## src/rtl/rv_fetch_pkg.sv

```systemverilog
// Shared constants and types for the uRV instruction fetch stage.
package rv_fetch_pkg;

    localparam int RV_FETCH_MAX_OUTSTANDING = 2;
    localparam int RV_INSN_BYTES            = 4;

    typedef struct packed {
        logic [31:0] pc;
        logic [31:0] ir;
    } fetch_entry_t;

    function automatic logic [31:0] word_align(input logic [31:0] a);
        return a & ~32'h3;
    endfunction

endpackage

```

## src/rtl/rv_fetch_if.sv

```systemverilog
// Fetch-stage bus bundle: instruction memory port, decode handoff and execute redirect.
interface rv_fetch_if;

    logic [31:0] im_addr_o;
    logic        im_rd_o;
    logic [31:0] im_data_i;
    logic        im_valid_i;
    logic [31:0] f_ir_o;
    logic [31:0] f_pc_o;
    logic        f_valid_o;
    logic        f_stall_i;
    logic        x_bra_i;
    logic [31:0] x_bra_target_i;

    modport master (
        output im_addr_o, im_rd_o, f_ir_o, f_pc_o, f_valid_o,
        input  im_data_i, im_valid_i, f_stall_i, x_bra_i, x_bra_target_i
    );

    modport slave (
        input  im_addr_o, im_rd_o, f_ir_o, f_pc_o, f_valid_o,
        output im_data_i, im_valid_i, f_stall_i, x_bra_i, x_bra_target_i
    );

endinterface

```

## src/rtl/rv_fetch_fifo.sv

```systemverilog
// Two-entry {pc, ir} buffer between instruction memory and decode.
module rv_fetch_fifo
    import rv_fetch_pkg::*;
(
    input  logic         clk,
    input  logic         rst,
    input  logic         push,
    input  fetch_entry_t din,
    input  logic         pop,
    input  logic         flush,
    output fetch_entry_t head,
    output logic [1:0]   count,
    output logic         empty,
    output logic         full
);

    fetch_entry_t mem [2];
    logic         rd_ptr;
    logic         wr_ptr;
    logic         do_push;
    logic         do_pop;

    assign empty   = (count == 2'd0);
    assign full    = (count == 2'd2);
    assign do_pop  = pop && !empty;
    assign do_push = push && (!full || do_pop);
    assign head    = mem[rd_ptr];

    always_ff @(posedge clk) begin
        if (rst) begin
            mem[0] <= '0;
            mem[1] <= '0;
            rd_ptr <= 1'b0;
            wr_ptr <= 1'b0;
            count  <= 2'd0;
        end else if (flush) begin
            // flush beats a same-cycle push/pop; stale head data stays but is masked by empty
            rd_ptr <= 1'b0;
            wr_ptr <= 1'b0;
            count  <= 2'd0;
        end else begin
            if (do_push) begin
                mem[wr_ptr] <= din;
                wr_ptr      <= ~wr_ptr;
            end
            if (do_pop)
                rd_ptr <= ~rd_ptr;
            count <= count + 2'(do_push) - 2'(do_pop);
        end
    end

endmodule

```

## src/rtl/rv_fetch.sv

```systemverilog
// uRV fetch stage: PC generation, credit-limited pipelined reads, stale-response discard.
module rv_fetch
    import rv_fetch_pkg::*;
#(
    parameter logic [31:0] RESET_VECTOR = 32'h0
) (
    input  logic      clk_i,
    input  logic      rst_i,
    rv_fetch_if.master bus
);

    logic [31:0]  fetch_pc;
    logic [31:0]  resp_pc;
    logic [1:0]   outstanding;
    logic [1:0]   discard;
    fetch_entry_t head;
    logic [1:0]   count;
    logic         empty;
    logic         full;
    logic         pop;
    logic         push;
    logic         issue;
    logic [2:0]   credit_used;

    assign pop  = !empty && !bus.f_stall_i;
    assign push = bus.im_valid_i && (discard == 2'd0) && !bus.x_bra_i;

    // reads in flight plus buffered words must leave room for every response
    assign credit_used = 3'(outstanding) + 3'(count) - 3'(pop);
    assign issue = !rst_i && !bus.x_bra_i &&
                   (credit_used < 3'(RV_FETCH_MAX_OUTSTANDING));

    assign bus.im_rd_o   = issue;
    assign bus.im_addr_o = fetch_pc;
    assign bus.f_valid_o = !empty;
    assign bus.f_ir_o    = head.ir;
    assign bus.f_pc_o    = head.pc;

    rv_fetch_fifo u_fifo (
        .clk   (clk_i),
        .rst   (rst_i),
        .push  (push),
        .din   ('{pc: resp_pc, ir: bus.im_data_i}),
        .pop   (pop),
        .flush (bus.x_bra_i),
        .head  (head),
        .count (count),
        .empty (empty),
        .full  (full)
    );

    always_ff @(posedge clk_i) begin
        if (rst_i) begin
            fetch_pc    <= RESET_VECTOR;
            resp_pc     <= RESET_VECTOR;
            outstanding <= 2'd0;
            discard     <= 2'd0;
        end else begin
            outstanding <= outstanding + 2'(issue) - 2'(bus.im_valid_i);
            if (bus.x_bra_i) begin
                fetch_pc <= word_align(bus.x_bra_target_i);
                resp_pc  <= word_align(bus.x_bra_target_i);
                // everything still in flight after this cycle belongs to the old path
                discard  <= outstanding - 2'(bus.im_valid_i);
            end else begin
                if (issue)
                    fetch_pc <= fetch_pc + 32'(RV_INSN_BYTES);
                if (push)
                    resp_pc <= resp_pc + 32'(RV_INSN_BYTES);
                if (bus.im_valid_i && discard != 2'd0)
                    discard <= discard - 2'd1;
            end
        end
    end

endmodule

```

## src/flat_wrapper.sv

```systemverilog
// flat-port wrapper written by rule: the top's interface ports become plain ports
module rv_fetch_flat import rv_fetch_pkg::*;
#(
    parameter logic [31:0] RESET_VECTOR = 32'h0
)
  (clk_i, rst_i, bus_im_addr_o, bus_im_rd_o, bus_f_ir_o, bus_f_pc_o, bus_f_valid_o, bus_im_data_i, bus_im_valid_i, bus_f_stall_i, bus_x_bra_i, bus_x_bra_target_i);
  rv_fetch_if bus_i ();
  input  logic clk_i;
  input  logic rst_i;
  output wire logic [$bits(bus_i.im_addr_o)-1:0] bus_im_addr_o;
  output wire logic [$bits(bus_i.im_rd_o)-1:0] bus_im_rd_o;
  output wire logic [$bits(bus_i.f_ir_o)-1:0] bus_f_ir_o;
  output wire logic [$bits(bus_i.f_pc_o)-1:0] bus_f_pc_o;
  output wire logic [$bits(bus_i.f_valid_o)-1:0] bus_f_valid_o;
  input wire logic [$bits(bus_i.im_data_i)-1:0] bus_im_data_i;
  input wire logic [$bits(bus_i.im_valid_i)-1:0] bus_im_valid_i;
  input wire logic [$bits(bus_i.f_stall_i)-1:0] bus_f_stall_i;
  input wire logic [$bits(bus_i.x_bra_i)-1:0] bus_x_bra_i;
  input wire logic [$bits(bus_i.x_bra_target_i)-1:0] bus_x_bra_target_i;
  assign bus_im_addr_o = bus_i.im_addr_o;
  assign bus_im_rd_o = bus_i.im_rd_o;
  assign bus_f_ir_o = bus_i.f_ir_o;
  assign bus_f_pc_o = bus_i.f_pc_o;
  assign bus_f_valid_o = bus_i.f_valid_o;
  assign bus_i.im_data_i = bus_im_data_i;
  assign bus_i.im_valid_i = bus_im_valid_i;
  assign bus_i.f_stall_i = bus_f_stall_i;
  assign bus_i.x_bra_i = bus_x_bra_i;
  assign bus_i.x_bra_target_i = bus_x_bra_target_i;
  rv_fetch #(.RESET_VECTOR(RESET_VECTOR)) u_core (.clk_i(clk_i), .rst_i(rst_i), .bus(bus_i));
endmodule
```

## config.mk

```make
export PLATFORM = sky130hd
export DESIGN_NAME = rv_fetch_flat
export DESIGN_NICKNAME = d
export VERILOG_FILES = /design/src/rtl/rv_fetch_pkg.sv /design/src/rtl/rv_fetch_if.sv /design/src/rtl/rv_fetch_fifo.sv /design/src/rtl/rv_fetch.sv /design/src/flat_wrapper.sv
export SDC_FILE = /design/constraint.sdc
export NUM_CORES = 1
export LEC_CHECK = 0
export ABC_AREA = 1
export CORE_MARGIN = 2
export CORE_UTILIZATION = 40
export DETAILED_ROUTE_END_ITERATION = 6
export PLACE_DENSITY = 0.72
export SLEW_MARGIN = 20
export SYNTH_ARGS = -nofsm -noshare
export SYNTH_HDL_FRONTEND = slang
export SYNTH_SLANG_ARGS = --single-unit
```

## constraint.sdc

```tcl
create_clock -name clk_i -period 4.4 [get_ports clk_i]
set_input_delay 0.88 -clock clk_i [delete_from_list [all_inputs] [get_ports clk_i]]
set_output_delay 0.88 -clock clk_i [all_outputs]
set_load 0.02 [all_outputs]
```

==> results of run 1 <==
[what timing repair did]
item | 4_1_cts | 5_1_grt
endpoints found under the setup margin | 1 | 0
gates resized for setup | 2 | 0
hold endpoints to repair | 0 | 0
hold buffers | 0 | 0
[state kept, by name (all words and copies together), names as in the netlist, named ones only]
signal	cells
u_core.u_fifo.mem	124
u_core.bus.im_addr_o	30
u_core.u_fifo.rd_ptr	1
u_core.u_fifo.wr_ptr	1
u_core.u_fifo.count	2
u_core.discard	2
u_core.outstanding	2
u_core.resp_pc	30
[stage by stage]
step	instances	util, %	setup TNS, ns	cell area, um2
final	1632	50.9	0	12300
after global routing	1632	50.9	0	12300
after CTS	1632	50.9	0	12300
after detailed placement	1602	48.5	-0.135	11700
after global placement	1602	48.5	-0.0870	11700
after floorplan	1146	-	0	9800
[final timing paths]
path / start / endpoint / slack, ns / cells after the start
setup / recovery: bus_f_stall_i / bus_im_rd_o / 0.26 / 9
hold / removal: u_core.u_fifo.rd_ptr / u_core.u_fifo.rd_ptr / 0.46 / 1
setup reg to reg: u_core.u_fifo.count[1] / u_core.outstanding[1] / 1.26 / 14
hold reg to reg: u_core.u_fifo.rd_ptr / u_core.u_fifo.rd_ptr / 0.46 / 1
[cells in the final DEF (no fill, tap or decap), types with 2 or more instances in the layout]
master             n
nand2_1          228
nor2_1           225
clkdlybuf4s50_1  158
inv_1            144
edfxtp_1         124
dfxtp_1           68
mux2_2            62
a21oi_1           59
nand3_1           54
o21ai_0           50
clkbuf_16         17
xor2_1            14
a31oi_1           13
buf_4             12
ha_1              10
nand4_1            6
nor2_4             5
o21ai_1            4
conb_1             4
inv_2              3
nand2_2            3
or2_2              3
nor2_2             3
xnor2_1            3
clkinvlp_4         3
bufinv_16          3
o22ai_1            2
nand3_4            2
nand3b_1           2
o211ai_1           2
o21a_1             2
inv_6              2
clkinv_4           2
buf_12             2
[routing by layer]
| metal | track usage, % | vias to the layer above | part of all wire, % |
|---|---|---|---|
| met2 | 31.0 | 311 | 45 |
| met5 | 0 | - | 0 |
| met3 | 3.54 | 26 | 7.2 |
| li1 | - | 4000 | - |
| met1 | 27.1 | 3786 | 46 |
| met4 | 5.90 | 0 | 1.5 |
[logic make-up (layout without fill, tap and decap cells)]
family | after synthesis | in the layout | share of synthesized area [%]
AO/OA/AOI/OAI | 136 | 136 | 7.48
adder cells (fa/ha/maj) | 11 | 11 | 1.48
buffers and inverters | 189 | 351 | 7.85
flip-flops | 193 | 193 | 52.2
AND/OR/NAND/NOR | 534 | 534 | 22.3
multiplexers | 62 | 62 | 7.13
XOR/XNOR | 17 | 17 | 1.52
other | 1 | 4 | 0.0383
[power by group through the flow]
stage | Clock, uW | Sequential [uW] | Combinational [uW]
after detailed placement | 0 | 2140 | 677
after CTS | 1600 | 2100 | 682
final | 1570 | 2100 | 678
after global routing | 1660 | 2110 | 743
after floorplan | 0 | 2150 | 372
after global placement | 0 | 2140 | 668
[final cells by class]
cell class,instances,area [um2]
clock buffers,17,425
clock inverters,13,161
fillers,2193,11900
inverters,147,552
multi-input cells,764,3940
flip-flops and latches,193,5110
well taps,324,405
repair buffers,174,1730
[worst max-delay path, stage by stage]
cell,delay (ns)
clkdlybuf4s50_1,0.44
a21oi_2,0.19
ha_1,0.26
or2_2,0.30
fa_1,0.38
xor2_1,0.26
nand3_4,0.10
inv_2,0.11
dlygate4sd2_1,0.34
==> impl_metrics.env, run 1 <==
export IMPL_run_status="finished, final reports clean"
export IMPL_synth_most_common_cell="nand2_1"
export IMPL_critPathLaunchType="input port"
export IMPL_p_per_area_nw_per_um2=353
export IMPL_row_count=57
export IMPL_ys_warnings_count=0
export IMPL_crit_path_end_kind="primary output"
export IMPL_io_buffers=160
export IMPL_fin_nets=1377
export IMPL_clkPwrFrac_pct=36.1
export IMPL_synth_flop_cell="edfxtp_1"
export IMPL_worst_ep_arrival_time_ns=3.26
export IMPL_dpl_hpwl_um=17100
export IMPL_final_max_slew_viol_count=0
export IMPL_fp_dieH_um=160
export IMPL_vias_per_cell=4.98
export IMPL_fmax_mhz=242
export IMPL_root_buffer="clkbuf_16"
export IMPL_initial_core_util_pct=40.5
export IMPL_syn_area_um2=9790
export IMPL_synth_enable_flop_cells=124
export IMPL_synth_commonest_cells="nand2_1, nor2_1, inv_1"
export IMPL_path_max_fanout=4
export IMPL_first_global_vias=7904
export IMPL_cts_made_buffers=17
export IMPL_setup_violations=0
export IMPL_num_antenna_cells=0
export IMPL_drt_first_pass_iters=5
export IMPL_grt_max_degree=63
export IMPL_synthToLayoutAreaGrowth_pct=25.8
export IMPL_drv_cap=0
export IMPL_clk_latency_ns=0.43
export IMPL_gp_congestion=0.870
export IMPL_synth_area_per_cell_um2=8.56
export IMPL_ir_drop_mv=0.162
export IMPL_required_ns=3.52
export IMPL_synth_async_sr_flop_share_pct=0
export IMPL_drc=0
export IMPL_synth_cell_types=37
export IMPL_post_route_min_period_ns=4.14
export IMPL_holdWs_ns=0.456
export IMPL_hold_class="reg -> reg"
export IMPL_drive_above_1_share_pct=9.86
export IMPL_p_sw_uw=1140
export IMPL_p_int_uw=3210
export IMPL_ys_seq_area_share_pct=52.2
export IMPL_combPwrFrac_pct=15.6
export IMPL_p_leak_uw=0.00475
export IMPL_die_area_um2=25700
export IMPL_detail_route_antenna_nets=0
export IMPL_fp_dieW_um=160
export IMPL_synth_top_cell_by_area="edfxtp_1"
export IMPL_h_tree_depth=4
export IMPL_clkTransAtPathRegs_ns=0.07
export IMPL_cts_buffer_depth=2
export IMPL_hold_viol_final=0
export IMPL_drt_wl_total_um=24800
export IMPL_worst_pin_slew_ns=0.876
export IMPL_fin_crit_sh_pct=94.0
export IMPL_cts_sinks=193
export IMPL_antenna_found_initial=0
export IMPL_synthesis_instances=1143
export IMPL_seqPwrFrac_pct=48.4
export IMPL_synth_top_area_share_pct=38.0
export IMPL_vias=8123
export IMPL_grt_total_usage_pct=19.5
export IMPL_finClkSkew_ns=0.00958
export IMPL_grt_pass1_wl_um=39700
export IMPL_p_total_uw=4350
export IMPL_dp_slack_ns=-0.135
export IMPL_dr_first_iter_drc_count=575
export IMPL_core_area_um2=24200
export IMPL_slew_limit_headroom_pct=41.6
export IMPL_tritoncts="yes"
export IMPL_p_sw_share_pct=26.2
export IMPL_critPathKind="in -> out"
export IMPL_synthTopCellsByArea="edfxtp_1, dfxtp_1, nand2_1, nor2_1, mux2_2"
export IMPL_rsz0062_at_grt="false"
export IMPL_grt_ovfl_total=0
export IMPL_post_cts_repair_setup_buffers=0
export IMPL_wire_per_inst_um=15.2
export IMPL_layout_setup_ws_ns=0.263
export IMPL_ios=167
export IMPL_ys_seq_elements=193
(Power assumes the default switching activity.)
==> run 2: changes to the inputs <==
--- a/config.mk
+++ b/config.mk
@@ -13,4 +13,5 @@
 export SLEW_MARGIN = 20
 export SYNTH_ARGS = -nofsm -noshare
 export SYNTH_HDL_FRONTEND = slang
+export SYNTH_HIERARCHICAL = 1
 export SYNTH_SLANG_ARGS = --single-unit
==> impl_metrics.env, run 2 <==
export IMPL_final_cells=1662
export IMPL_ys_warnings_count=6
export IMPL_synth_top_area_share_pct=37.9
export IMPL_cts_sinks=197
export IMPL_root_buffer="clkbuf_16"
export IMPL_ys_seq_elements=197
export IMPL_row_count=58
export IMPL_h_tree_depth=4
export IMPL_num_antenna_cells=0
export IMPL_dp_cells=1630
export IMPL_fin_util_pct=50.2
export IMPL_first_global_vias=7806
export IMPL_ios=167
export IMPL_post_cts_repair_setup_buffers=0
export IMPL_slew_limit_headroom_pct=48.8
export IMPL_clkPwrFrac_pct=35.2
export IMPL_grt_total_usage_pct=18.8
export IMPL_drt_wl_total_um=25000
export IMPL_rsz0062_at_grt="false"
export IMPL_p_sw_uw=1130
export IMPL_cts_hold_buf=0
export IMPL_tns_ns=0
export IMPL_syn_area_um2=10100
export IMPL_dpl_hpwl_um=17200
export IMPL_grt_ovfl_total=0
export IMPL_critPathLaunchType="input port"
export IMPL_seqPwrFrac_pct=50.4
export IMPL_path_cells="clkdlybuf4s50_1 -> nor2_1 -> ha_1 -> or2_2 -> fa_1 -> or2_2 -> nand4_4 -> inv_2 -> dlymetal6s2s_1"
export IMPL_critPathMaxStageDelay_ns=0.40
export IMPL_p_sw_share_pct=26.7
export IMPL_dr_first_iter_drc_count=690
export IMPL_required_ns=3.52
export IMPL_p_int_uw=3100
export IMPL_setup_violations=0
export IMPL_gp_congestion=0.850
export IMPL_synth_enable_flop_cells=128
export IMPL_layout_setup_ws_ns=0.453
export IMPL_fp_dieH_um=163
export IMPL_grt_max_degree=66
export IMPL_wire_per_inst_um=15.0
export IMPL_detail_route_antenna_nets=0
export IMPL_drv_cap=0
export IMPL_ys_seq_area_share_pct=51.6
export IMPL_antenna_found_initial=0
export IMPL_fmax_mhz=253
export IMPL_final_seq_area_um2=5230
export IMPL_synth_area_per_cell_um2=8.69
export IMPL_synthesis_instances=1166
export IMPL_vias_per_cell=4.90
export IMPL_combPwrFrac_pct=14.4
export IMPL_run_status="finished, final reports clean"
export IMPL_synth_most_common_cell="nand2_1"
export IMPL_fillCellCount=2339
export IMPL_cts_buffer_depth=2
export IMPL_cts_made_buffers=17
export IMPL_regMostFlops="u_core/u_fifo/mem"
export IMPL_ir_drop_mv=0.233
export IMPL_final_max_slew_viol_count=0
export IMPL_synthToLayoutAreaGrowth_pct=24.1
export IMPL_p_per_area_nw_per_um2=337
export IMPL_multi_input_area_um2=4000
export IMPL_synth_async_sr_flop_share_pct=0
export IMPL_drc=0
export IMPL_drt_first_pass_iters=5
export IMPL_largest_reg_flops=128
export IMPL_synth_top_cell_by_area="edfxtp_1"
export IMPL_synth_cell_types=40
export IMPL_layout_commonest_cell="nand2_1"
export IMPL_io_buffers=162
export IMPL_finClkSkew_ns=0.00871
export IMPL_fp_dieW_um=163
export IMPL_critPathKind="in -> out"
export IMPL_dp_slack_ns=0.105
export IMPL_tritoncts="yes"
export IMPL_synth_flop_cell="edfxtp_1"
export IMPL_fin_crit_sh_pct=89.7
export IMPL_grt_pass1_wl_um=39100
export IMPL_worst_pin_slew_ns=0.768
export IMPL_core_area_um2=25000
export IMPL_crit_slowest_cell="clkdlybuf4s50_1"
export IMPL_fin_nets=1397
export IMPL_initial_core_util_pct=40.5
export IMPL_die_area_um2=26600
export IMPL_clk_latency_ns=0.43
export IMPL_path_max_fanout=2
export IMPL_crit_top_cell="or2_2"
export IMPL_vias=8151
export IMPL_post_route_min_period_ns=3.95
export IMPL_drive_above_1_share_pct=11.3
export IMPL_p_leak_uw=0.00484
export IMPL_synthTopCellsByArea="edfxtp_1, dfxtp_1, nand2_1, nor2_1, mux2_2"
export IMPL_crit_path_end_kind="primary output"
export IMPL_hold_class="reg -> reg"
export IMPL_final_cell_mix="nand2_1, nor2_1, inv_1, clkdlybuf4s50_1, edfxtp_1"
export IMPL_worst_ep_arrival_time_ns=3.07
export IMPL_hold_viol_final=0
export IMPL_clkTransAtPathRegs_ns=0.07
export IMPL_synth_commonest_cells="nand2_1, nor2_1, inv_1"
## run 2: layer usage
| metal | GRT usage (%) | wire length [um] | up-vias | part of all wire [%] |
|---|---|---|---|---|
| li1 | - | - | 4043 | - |
| met3 | 4.04 | 2140 | 28 | 8.5 |
| met4 | 6.11 | 446 | 0 | 1.8 |
| met5 | 0 | 0 | - | 0 |
| met1 | 25.1 | 11200 | 3753 | 45 |
| met2 | 30.4 | 11300 | 327 | 45 |
## run 2: final timing paths
path                                   end              startpoint  cells after the start  slack (ns)
hold / removal        u_core/u_fifo/wr_ptr    u_core/u_fifo/wr_ptr                      2        0.51
hold reg to reg       u_core/u_fifo/wr_ptr    u_core/u_fifo/wr_ptr                      2        0.51
setup / recovery               bus_im_rd_o           bus_f_stall_i                      9        0.45
setup reg to reg  u_core/bus.im_addr_o[15]  u_core/u_fifo/count[1]                     14        1.26
## run 2: worst max-delay path: cells and delay by family
kind	cells	cell delay [ns]
and+or+nand+nor	4	0.88
buffers and inverters	3	0.66
adders and majority gates	2	0.62
## run 2: cell type report
| class | instances | share of cell area, % |
|---|---|---|
| inverters | 173 | 5.18 |
| flip-flops and latches | 197 | 41.6 |
| well taps | 330 | 3.28 |
| multi-input cells | 758 | 31.8 |
| clock buffers | 18 | 3.41 |
| repair buffers | 172 | 13.7 |
| clock inverters | 14 | 1.02 |
## run 2: power groups by stage
stage | logic, uW | registers [uW] | clock network (uW)
finish | 609 | 2130 | 1490
global route | 664 | 2150 | 1600
CTS | 612 | 2130 | 1520
detailed placement | 607 | 2170 | 0
global placement | 594 | 2170 | 0
floorplan | 336 | 2180 | 0
## run 2: kinds of logic after synthesis
logic type      Yosys count  share of synthesized area [%]
simple gates            541                           22.3
mux                      64                           7.11
xor+xnor                 26                           2.25
fa+ha+maj                 9                           1.19
flops                   197                           51.6
other cells               1                         0.0370
buf+inv                 214                           9.14
compound gates          114                           6.41
## run 2: repair_timing
| item | 4_1_cts | 5_1_grt |
|---|---|---|
| setup endpoints to repair | 0 | 1 |
| resized for setup | 0 | 1 |
| hold endpoints to repair | 0 | 0 |
## run 2: per-stage QoR
| stage | cell area, um2 | total power, uW | hold slack (ns) |
|---|---|---|---|
| floorplan | 10100 | 2520 | 0.464 |
| global placement | 12000 | 2760 | 0.476 |
| detailed placement | 12000 | 2780 | 0.492 |
| CTS | 12600 | 4270 | 0.506 |
| global route | 12600 | 4410 | 0.525 |
| finish | 12600 | 4240 | 0.506 |
